## src/rtl/pb_ser_pkg.sv

```systemverilog
// Shared types and size limits for the protobuf field byte serializer.
package pb_ser_pkg;

    localparam int PB_MAX_FIELD_BYTES = 15;
    localparam int PB_MAX_KEY_BYTES   = 5;
    localparam int PB_MAX_VAL_BYTES   = 10;

    typedef logic [119:0] pb_field_t;

    typedef enum logic {
        SER_IDLE,
        SER_SEND
    } ser_state_e;

endpackage

```

## src/rtl/pb_varint_len_detect.sv

```systemverilog
// Finds the key and value varint boundaries of an encoded field from the
// continuation bits (bit 7 of each byte). Purely combinational.
module pb_varint_len_detect
    import pb_ser_pkg::*;
(
    input  pb_field_t   in_field,
    output logic [2:0]  klen,
    output logic [3:0]  vlen,
    output logic [3:0]  total,
    output logic        malformed
);

    logic [PB_MAX_FIELD_BYTES-1:0] contBits;
    logic                          keyFound;
    logic                          valFound;
    logic [3:0]                    scanIdx;

    // Scan for the first clear continuation bit in the key, then in the value.
    always_comb begin
        contBits = '0;
        keyFound = 1'b0;
        valFound = 1'b0;
        klen     = '0;
        vlen     = '0;
        scanIdx  = '0;

        for (int b = 0; b < PB_MAX_FIELD_BYTES; b++) begin
            contBits[b] = in_field[8*b+7];
        end

        for (int k = 0; k < PB_MAX_KEY_BYTES; k++) begin
            if (!keyFound && !contBits[k]) begin
                keyFound = 1'b1;
                klen     = 3'(k + 1);
            end
        end

        for (int v = 0; v < PB_MAX_VAL_BYTES; v++) begin
            scanIdx = 4'(klen) + 4'(v);
            if (keyFound && !valFound && !contBits[scanIdx]) begin
                valFound = 1'b1;
                vlen     = 4'(v + 1);
            end
        end

        total     = 4'(klen) + vlen;
        malformed = !(keyFound && valFound);
    end

endmodule

```

## config.mk

```make
export PLATFORM = sky130hd
export DESIGN_NAME = pb_varint_len_detect
export DESIGN_NICKNAME = d
export VERILOG_FILES = /design/src/rtl/pb_ser_pkg.sv /design/src/rtl/pb_varint_len_detect.sv
export SDC_FILE = /design/constraint.sdc
export NUM_CORES = 1
export LEC_CHECK = 0
export BUFFER_PORTS_ARGS = -buffer_cell sky130_fd_sc_hd__clkbuf_2
export CAP_MARGIN = 25
export CORE_MARGIN = 4
export CORE_UTILIZATION = 38
export DETAILED_ROUTE_END_ITERATION = 16
export PLACE_DENSITY = 0.86
export SYNTH_ARGS = -nofsm -noshare
export SYNTH_HDL_FRONTEND = slang
export SYNTH_SLANG_ARGS = --single-unit
```

## constraint.sdc

```tcl
create_clock -name vclk -period 8.7
set_input_delay 2.175 -clock vclk [all_inputs]
set_output_delay 2.175 -clock vclk [all_outputs]
set_load 0.01 [all_outputs]
```

---- Yosys cells after proc, flatten, opt, wreduce, memory -nomap -nowiden ----
Index checks and enable logic that the tools add are counted.
cells by class
  $add $sub $neg .......................... 10
  $lt $le $gt $ge ......................... 10
  mux-type cells .......................... 50
  reductions and logical operators ........ 51
operators by type and width
  cell                                                                   number
  4-bit by 5-bit < comparator with 1-bit output (second input constant)  9
  1-bit binary-select mux with 4-bit select                              9
  4-bit two-way mux                                                      9
  1-bit zero test                                                        27
  1-bit two-way mux                                                      27
  1-bit logical AND                                                      24
  3-bit by 3-bit adder with 4-bit output (second input constant)         4
  3-bit by 2-bit adder with 4-bit output (second input constant)         2
  3-bit by 4-bit adder with 4-bit output (second input constant)         2
  3-bit two-way mux                                                      2
  3-bit by 5-bit < comparator with 1-bit output (second input constant)  1
  3-bit by 1-bit adder with 4-bit output (second input constant)         1
  3-bit by 4-bit adder with 4-bit output                                 1
  2-bit two-way mux                                                      2
  1-bit binary-select mux with 3-bit select                              1
word-level totals
  bits in registers ....................... 0
  input port bits ......................... 120
  output and inout port bits .............. 12

---- Depth between registers and ports, before layout ----
Gate-level depths: netlist of run 1.
  word-level depth ........................ 55
  mapped depth ............................ 18
  gate-level depth less buffers ........... 16

---- Worst setup path after synthesis of run 1 ----
Ideal clock, no wire load.
  kind .................................... input -> output
  start ................................... input port in_field[7]
  end ..................................... output port total[2]
  arrival time ............................ 5.573 ns
  required time ........................... 6.525 ns
  setup slack ............................. 0.952 ns
  stages .................................. 17
  path buffers ............................ 3
  path through ............................ buf_2 buf_1 nand2_1 ha_1 clkbuf_1 a21boi_0 o211ai_1 o221ai_1 a31oi_1 o32a_1 o211a_2 nand2_1 o221ai_1 ha_1 inv_1 fa_1 xnor2_1
on the way
  longest elaborated chain between the ends .. 53
  elaborated cells between the ends (all ways) .. 104
  those cells by class .................... add/sub (10); mux (49); reduce/logical (45)
ends and longest elaborated chain
  item                                                                                             line                        text
  from (decl)                                                                                      pb_varint_len_detect.sv:6   input pb_field_t in_field,
  parallel branches: the longest is 51 deep, another holds 3-bit by 1-bit adder with 4-bit output  n/a
  4-bit two-way mux (*)                                                                            pb_varint_len_detect.sv:40  if (keyFound && !valFound && !contBits[scanIdx]) begin
  net vlen[0]                                                                                      pb_varint_len_detect.sv:8   output logic [3:0] vlen,
  3-bit by 4-bit adder with 4-bit output (*)                                                       pb_varint_len_detect.sv:46  total = 4'(klen) + vlen;
  to (decl)                                                                                        pb_varint_len_detect.sv:9   output logic [3:0] total,
Mark *: on every way through the listed nets, which the timed path passes. The select of a mux whose other input is x is not followed.

---- Worst setup path after layout of run 1 ----
  start ................................... input port in_field[7]
  end ..................................... output port total[3]
on the way
  longest elaborated chain between the ends .. 53
  elaborated cells between the ends (all ways) .. 104
  those cells by class .................... add/sub (10); mux (49); reduce/logical (45)
ends and longest elaborated chain
  item                                                                                             line
  parallel branches: the longest is 52 deep, another holds 3-bit by 1-bit adder with 4-bit output  n/a
  3-bit by 4-bit adder with 4-bit output (*)                                                       pb_varint_len_detect.sv:46
Every way passes the cells marked *. The select of a mux whose other input is x is not followed.

==> results.md, run 1 <==
- HP Class: input port to output port
- Share of post-route cells with drive strength above 1: 19.9%
- Register area share after synthesis: 0%
- Total Neg Setup Slack: 0 ns
- Die area: 4430 um2
- # DRC: 0
- DRT Wirelength: 4010 um
- Max IR drop VDD: 0.0312 mV
- Kind of critical path: input port to output port
- CTS Hold Bufs: 0
- Layout area overhead: 13.9%
- Clock buffer cells: 0
- Starting Density: 39.1%
- RSZ-0062 raised after global routing: false
- ANT cells: 0
- Die H: 66.6 um
- Vias/cell: 6.13
- Fmax: 121 MHz
- Final setup viols: 0
- Nets: 354
- CP max FO: 19
- Critical Path Source Type: input port
- Commonest non-fill, non-tap cell in the layout: clkbuf_2
- Ys Warns: 0
- Post-Syn Instances: 200
- First-pass GRT wire length: 7000 um
- Crit. End Element: output port
- Internal: 0.0000454 W
- Initial antenna violation count: 0
- Status: complete, no violations
- Wire per inst: 15.0 um
- FF/Latch Area: 0 um2
- Mux contribution to synthesized area: 5.85%
- Slew @ Worst Pin: 0.644 ns
- Placed Instances: 267
- Maximum Capacitance Violations: 0
- Hold Vio Cnt, Final: 0
- Largest family of logic cells by synthesized area: compound AO/OA/AOI/OAI gates
- Comb power frac: 100.0%
- Largest net degree at the start of global routing: 20
- Drt pass-1 iters: 7
- Setup WS pre-CTS: 0.478 ns
- Vias: 1637
- Clock network power share: 0%
- Syn_area_per_cell: 6.52 um2
- # fillers: 353
- Synth cell types: 53
- Leak Pwr: 0.675 nW
- Sw Share: 58.8%
- Minimum clock period: 8.26 ns
- Synth Area in XOR/XNOR: 4.03%
- Die W: 66.6 um
- Mapped cell area: 1300 um2
- Compound-Gate Fraction of Synth Area: 38.8%
- PortBufs: 27
- Most frequent cells in the layout: clkbuf_2, nand2_1, nor2_1
- Initial DRC Count: 106
- Rel. slew slack: 56.6%
- Sequential power share: 0%
- Vias in the first global route: 1556
- Pwr dens: 74.2 nW/um2
- Post_cts resized: 0
- Global route total overflow: 0
- Num ports: 132
- Core area: 3340 um2
- WHS: 5.01 ns
- Simple-gate area share of the yosys netlist: 32.7%
- Synth Area in Adders: 11.1%
- Worst Path Required: 6.53 ns
- Overall routing resource usage: 19.4%
- Post-layout util: 44.5%
- Syn nets: 331
- Critical Path AT: 6.09 ns
- Max-slew violation count: 0
- Post-CTS Setup Bufs: 0
- Final worst slack: 0.437 ns
- Final non-filler cell total: 267
- RD Place Congestion: 0.959
- Period utilization: 95.0%
- Post-route ant nets: 0
- # rows: 21
- Seq Cell Count: 0
- Switching power: 0.0000648 W
- DP HPWL: 3210 um
## Yosys cell counts (3+ instances only)
master | number | area share (%)
a21oi_1 | 13 | 5.0
a31oi_1 | 5 | 2.4
o21ai_0 | 9 | 3.5
nor3_1 | 4 | 1.5
xnor2_1 | 5 | 3.4
a21o_1 | 3 | 1.7
a21boi_0 | 6 | 3.5
ha_1 | 10 | 9.6
and3_1 | 4 | 1.9
o22ai_1 | 4 | 1.9
clkbuf_1 | 4 | 1.2
nor2_1 | 17 | 4.9
nor2b_1 | 6 | 2.9
o211ai_1 | 4 | 2.3
o221ai_1 | 4 | 2.7
nand2_1 | 24 | 6.9
buf_2 | 6 | 2.3
nand2b_1 | 6 | 2.9
inv_1 | 12 | 3.5
and2_1 | 3 | 1.4
nand3_1 | 7 | 2.7
## cells by family (layout without fill, tap and decap cells)
group / after synthesis / after routing
AND/OR/NAND/NOR: 84 / 84
AO/OA/AOI/OAI: 70 / 70
adder cells (fa/ha/maj): 11 / 11
buffers and inverters: 24 / 45
XOR/XNOR: 6 / 6
multiplexers: 5 / 5
## per-layer routing
metal	wire length, um	track usage, %	share of wire [%]	up-vias
li1	-	-	-	795
met1	1720	26.7	43	720
met2	1810	33.2	45	116
met3	456	1.69	11	6
met4	23	3.05	0.57	0
met5	0	0	0	-
## stage by stage
step | power [W] | instance area [um2]
after floorplan | 0.0000789 | 1300
after global placement | 0.000105 | 1490
after detailed placement | 0.000108 | 1490
after CTS | 0.000109 | 1490
after global routing | 0.000123 | 1490
final | 0.000110 | 1490
## worst paths after layout
| kind | cells after the start | end | slack, ns | startpoint |
|---|---|---|---|---|
| max | 18 | total[3] | 0.44 | in_field[7] |
| min | 5 | klen[2] | 5.01 | in_field[39] |
## worst max-delay path, cell delays in order
cell      delay [ns]
clkbuf_2        0.23
nor2b_1         0.23
a31oi_2         0.20
inv_2           0.13
ha_1            0.46
a21boi_0        0.19
o211ai_1        0.34
o221ai_1        0.19
a31oi_1         0.24
o32a_1          0.17
o211a_2         0.23
and3_1          0.19
a41o_1          0.23
ha_1            0.24
a21o_1          0.18
a21oi_1         0.16
xor2_1          0.15
clkbuf_2        0.14
## final cells by class
type / count / area [um2] / area share (%)
Timing Repair Buffer: 32 / 173 / 11.6
Inverter: 13 / 48.8 / 3.29
Multi-Input combinational cell: 176 / 1210 / 81.2
Tap cell: 46 / 57.6 / 3.88
## power groups by stage
| stage | Sequential, W | Combinational (W) | Clock (W) |
|---|---|---|---|
| final | 0 | 0.000110 | 0 |
| after detailed placement | 0 | 0.000108 | 0 |
| after global routing | 0 | 0.000123 | 0 |
| after CTS | 0 | 0.000109 | 0 |
| after global placement | 0 | 0.000105 | 0 |
| after floorplan | 0 | 0.0000789 | 0 |
Note: power is estimated with default switching activity, not from simulation.
==> run 2: changes to the inputs <==
ABC_AREA = 1   (was unset)
CORE_UTILIZATION = 37   (was 38)
PLACE_DENSITY = 0.87   (was 0.86)
==> results.md, run 2 <==
- DP HPWL: 2760 um (-14%)
- Period utilization: 90.1% (-4.9 points)
- Layout area overhead: 13.4%
- Register area share after synthesis: 0% (unchanged)
- # rows: 20 (-4.8%)
- Num ports: 132 (unchanged)
- Wl on met1: 1470 um (-14%)
- CTS Hold Bufs: 0 (unchanged)
- CP max FO: 20 (+1)
- Drt pass-1 iters: 4 (-3)
- Critical Path Source Type: input port
- DRT Wirelength: 3170 um (-21%)
- Nets: 375 (+5.9%)
- Post-Syn Instances: 218 (+9.0%)
- Share of post-route cells with drive strength above 1: 21.5% (+1.6 points)
- Maximum Capacitance Violations: 0 (unchanged)
- Crit. End Element: output port
- Most frequent cells in the layout: nand3_1, nand2_1, inv_1
- Overall Power: 0.000117 W (+6.6%)
- Overall routing resource usage: 15.6% (-3.8 points)
- Vias: 1466 (-10%)
- Clock buffer cells: 0 (unchanged)
- Status: complete, no violations
- Post-synth top cells: nand3_1, nand2_1, inv_1
- Vias in the first global route: 1307 (-16%)
- Worst Setup EP: total[2]
- Worst Path Required: 6.53 ns (about the same)
- Initial antenna violation count: 0 (unchanged)
- Buffers & Inverters on Critical Path: 5 (+2)
- Mapped cell area: 1210 um2 (-7.1%)
- Wire per inst: 11.1 um (-26%)
- Most frequent cell after synthesis: nand3_1
- Post-route ant nets: 0 (unchanged)
- RSZ-0062 raised after global routing: false
- Core area: 3100 um2 (-7.0%)
- Max-slew violation count: 0 (unchanged)
- Die area: 4250 um2 (-4.0%)
- CP max-delay cell: o21ai_4
- Global route total overflow: 0 (unchanged)
- # DRC: 0 (unchanged)
- Kind of critical path: input port to output port
- Post_cts resized: 0 (unchanged)
- Synth top area cells: nand3_1, nand2_1, inv_1
- Synth cell types: 32 (-40%)
- Syn_area_per_cell: 5.56 um2 (-15%)
- Routed length on met2: 1540 um (-15%)
- Pwr dens: 85.5 nW/um2 (+15%)
- Met3 WL: 144 um (-68%)
- Slew @ Worst Pin: 0.519 ns (-0.125 ns)
- Worst Setup SP: in_field[7]
- Starting Density: 39.0% (about the same)
- Die H: 65.2 um (-2.0%)
- Commonest non-fill, non-tap cell in the layout: nand3_1
- Top cell type's share of synthesized area: 22.3% (+13 points)
- Ys Warns: 0 (unchanged)
- PortBufs: 27 (unchanged)
- HP Class: input port to output port
- Largest net degree at the start of global routing: 21 (+5.0%)
- Comb power frac: 100.0% (about the same)
- Seq Cell Count: 0 (unchanged)
- First-pass GRT wire length: 5620 um (-20%)
- Final setup viols: 0 (unchanged)
- Sequential power share: 0% (unchanged)
- Sw Share: 64.1% (+5.3 points)
- Cell breakdown of the critical path: clkbuf_2, nand3_1, o21ai_4, inv_1, ha_1, inv_1, nand3_1, nand3_2, nand3_1, nand3_2, nand3_2, nor2_4, nand4_2, nor2_2, nand2_1, o211ai_1, ha_1, inv_1, fa_1, xnor2_1, clkbuf_2
- ANT cells: 0 (unchanged)
- Vias/cell: 5.13 (-16%)
- Switching power: 0.0000753 W (+16%)
- Worst path depth: 21 (+3)
- Internal: 0.0000421 W (-7.1%)
- Delay-heaviest family, CP: simple AND/OR/NAND/NOR gates
- Max IR drop VDD: 0.0370 mV (+19%)
- Largest area contributor in the netlist: nand3_1
- Minimum clock period: 7.84 ns (-0.426 ns)
- Critical Path Max Stage Delay: 0.46 ns (about the same)
- Fmax: 128 MHz (+5.4%)
- Post-CTS Setup Bufs: 0 (unchanged)
- Clock network power share: 0% (unchanged)
- Total Neg Setup Slack: 0 ns (unchanged)
- Die W: 65.2 um (-2.0%)
- RD Place Congestion: 0.910 (-5.1%)
- FF/Latch Area: 0 um2 (unchanged)
- Rel. slew slack: 65.3% (+8.7 points)
- Hold Vio Cnt, Final: 0 (unchanged)
- Syn nets: 349 (+5.4%)
- Critical Path AT: 5.66 ns (-0.43 ns)
- Leak Pwr: 0.829 nW (+23%)
- Initial DRC Count: 58 (-45%)
- DR top layer: met4
run 2: cell count changes after synthesis, sizes merged, moves of 4 or more:
cell    change
nand2      +33
a21boi      -6
nor3        -4
and3        -4
inv        +30
clkbuf      -4
a21oi       -9
nand2b      -6
nor2        -9
nand3      +53
o221ai      -4
o22ai       -4
nor2b       -6
run 2: metrics by stage:
stage / hold slack, ns / util, % / instances / cell area, um2 / setup slack, ns
finish: 4.98 / 44.3 / 286 / 1370 / 0.863
global route: 5.02 / 44.3 / 286 / 1370 / 0.452
CTS: 4.98 / 44.3 / 286 / 1370 / 0.869
detailed placement: 4.98 / 44.3 / 286 / 1370 / 0.874
global placement: 4.98 / 44.3 / 286 / 1370 / 0.918
floorplan: 4.68 / - / 218 / 1210 / 1.41
run 2: power groups by stage:
stage | Sequential (W) | Clock [W] | Combinational (W)
finish | 0 | 0 | 0.000117
global route | 0 | 0 | 0.000133
CTS | 0 | 0 | 0.000117
detailed placement | 0 | 0 | 0.000117
global placement | 0 | 0 | 0.000114
floorplan | 0 | 0 | 0.0000864
run 2: routing by layer:
metal	track usage, %	up-vias
met1	20.8	645
met2	29.0	42
met3	0.513	2
met4	1.04	0
met5	0	-
li1	-	777
run 2: kinds of logic (layout without fill, tap and decap cells):
family                   Yosys count  after routing  synth area share, %
XOR/XNOR                           3              3                 3.41
AO/OA/AOI/OAI                     25             25                 13.4
adder cells (fa/ha/maj)           11             11                 12.0
buffers and inverters             47             71                 16.2
AND/OR/NAND/NOR                  132            132                 55.0
run 2: how the worst min path moves through the flow:
| stage | from | to | cells after the start |
|---|---|---|---|
| 3_5_place_dp | in_field[15] | klen[0] | 4 |
| 4_1_cts | in_field[15] | klen[0] | 4 |
| 3_3_place_gp | in_field[15] | klen[0] | 4 |
| 6_report | in_field[15] | klen[0] | 4 |
| 5_1_grt | in_field[15] | klen[0] | 4 |
| 2_1_floorplan | in_field[23] | klen[2] | 4 |
run 2: final cells by class:
cell class | instances | area (um2)
fill | 352 | 1730
multi-input combinational | 171 | 1010
inverter | 43 | 161
timing repair buffer | 28 | 143
tap | 44 | 55.1
==> run 3: changes to the inputs <==
PLACE_DENSITY = 0.86   (was 0.87)
clock period = 8.3 ns   (was 8.7 ns; I/O delays follow)
==> results.md, run 3 (synthesized netlist as in run 2, its figures left out) <==
- Status: complete, no violations
- Commonest non-fill, non-tap cell in the layout: nand3_1
- Initial antenna violation count: 0 (unchanged)
- Kind of critical path: input port to output port
- CTS Hold Bufs: 0 (unchanged)
- Minimum clock period: 7.68 ns
- Post_cts resized: 0 (unchanged)
- Post-route ant nets: 0 (unchanged)
- Most frequent cells in the layout: nand3_1, nand2_1, inv_1
- Slew @ Worst Pin: 0.538 ns (+0.0196 ns)
- DRT Wirelength: 3280 um (+3.6%)
- Crit. End Element: output port
- Num ports: 132 (unchanged)
- Clock network power share: 0% (unchanged)
- Pwr dens: 89.8 nW/um2 (+5.1%)
- CP max FO: 20 (unchanged)
- Rel. slew slack: 64.0% (-1.3 points)
- Die H: 65.2 um (unchanged)
- Global route total overflow: 0 (unchanged)
- WHS: 4.79 ns (-0.193 ns)
- Core area: 3100 um2 (unchanged)
- Period utilization: 92.5%
- Setup WS pre-CTS: 0.673 ns (-0.201 ns)
- Vias/cell: 5.26 (+2.6%)
- Wire per inst: 11.5 um (+3.6%)
- Vias in the first global route: 1390 (+6.4%)
- # rows: 20 (unchanged)
- CP max-delay cell: o21ai_4
- Post-layout util: 44.3% (unchanged)
- Die W: 65.2 um (unchanged)
- RD Place Congestion: 0.949 (+4.3%)
- Drt pass-1 iters: 4 (unchanged)
- First-pass GRT wire length: 5670 um (+0.98%)
- Switching power: 0.0000793 W (+5.3%)
- Max-slew violation count: 0 (unchanged)
- FF/Latch Area: 0 um2 (unchanged)
- Starting Density: 39.0% (unchanged)
- Critical Path AT: 5.60 ns (-0.06 ns)
- Share of post-route cells with drive strength above 1: 21.5% (unchanged)
- # DRC: 0 (unchanged)
- Initial DRC Count: 58 (unchanged)
- Leak Pwr: 0.829 nW (unchanged)
- PortBufs: 27 (unchanged)
- Post-CTS Setup Bufs: 0 (unchanged)
- ANT cells: 0 (unchanged)
- Critical Path Source Type: input port
- Buffers & Inverters on Critical Path: 5 (unchanged)
- Fmax: 130 MHz
- HP Class: input port to output port
- Sw Share: 64.3% (+0.16 points)
- Vias: 1504 (+2.6%)
- RSZ-0062 raised after global routing: false
- Final worst slack: 0.621 ns (-0.242 ns)
- Hold Vio Cnt, Final: 0 (unchanged)
- Comb power frac: 100.0% (about the same)
- Overall Power: 0.000123 W (+5.1%)
- Max IR drop VDD: 0.0423 mV (+14%)
- Seq Cell Count: 0 (unchanged)
- DP HPWL: 2810 um (+1.6%)
- Worst Path Required: 6.23 ns (-0.30 ns)
- Maximum Capacitance Violations: 0 (unchanged)
- Critical Path Max Stage Delay: 0.48 ns (+0.02 ns)
- Clock buffer cells: 0 (unchanged)
- Final setup viols: 0 (unchanged)
- Cell breakdown of the critical path: clkbuf_2, nand3_1, o21ai_4, inv_1, ha_1, inv_1, nand3_1, nand3_2, nand3_1, nand3_2, nand3_2, nor2_4, nand4_2, nor2_2, nand2_1, o211ai_1, ha_1, inv_1, fa_1, xnor2_1, clkbuf_2
- Layout area overhead: 13.4% (unchanged)
- Internal: 0.0000441 W (+4.6%)
- Largest net degree at the start of global routing: 21 (unchanged)
- # fillers: 362 (+2.8%)
- Total Neg Setup Slack: 0 ns (unchanged)
- Die area: 4250 um2 (unchanged)
- Nets: 375 (unchanged)
- Sequential power share: 0% (unchanged)
- Overall routing resource usage: 15.6% (+0.030 points)
- Delay-heaviest family, CP: simple AND/OR/NAND/NOR gates
==> run 3: cell counts in the layout (fill, tap and decap cells not counted) <==
No cell type changed its count.
==> run 3: final cells by class <==
class	instances	area, um2	area share [%]
Multi-Input combinational cell	171	1010	73.9
Timing Repair Buffer	28	143	10.4
Tap cell	44	55.1	4.01
Inverter	43	161	11.7
==> run 3: power by group through the flow <==
stage	logic [W]	clock network, W	registers (W)
floorplan	0.0000906	0	0
global placement	0.000119	0	0
detailed placement	0.000123	0	0
CTS	0.000123	0	0
global route	0.000140	0	0
finish	0.000123	0	0
==> run 3: metrics by stage <==
| step | cells | area, um2 |
|---|---|---|
| after floorplan | 218 | 1210 |
| after global routing | 286 | 1370 |
| after CTS | 286 | 1370 |
| after detailed placement | 286 | 1370 |
| after global placement | 286 | 1370 |
| final | 286 | 1370 |
==> run 3: worst paths after layout <==
check,start,endpoint,slack [ns],cells past startpoint
hold / removal,in_field[15],klen[0],4.79,4
setup / recovery,in_field[7],total[2],0.62,21
==> run 3: tightest hold or removal path, stage by stage <==
cell and delay (ns):
clkbuf_2 0.12, nand3_1 0.16, o21ai_4 0.18, clkbuf_2 0.18
==> run 3: metal layers <==
metal	wire length, um	track usage, %	vias up	share of wire, %
met5	0	0	-	0
met2	1560	29.0	66	48
li1	-	-	775	-
met1	1420	19.6	653	43
met3	228	1.03	10	6.9
met4	70	3.37	0	2.1
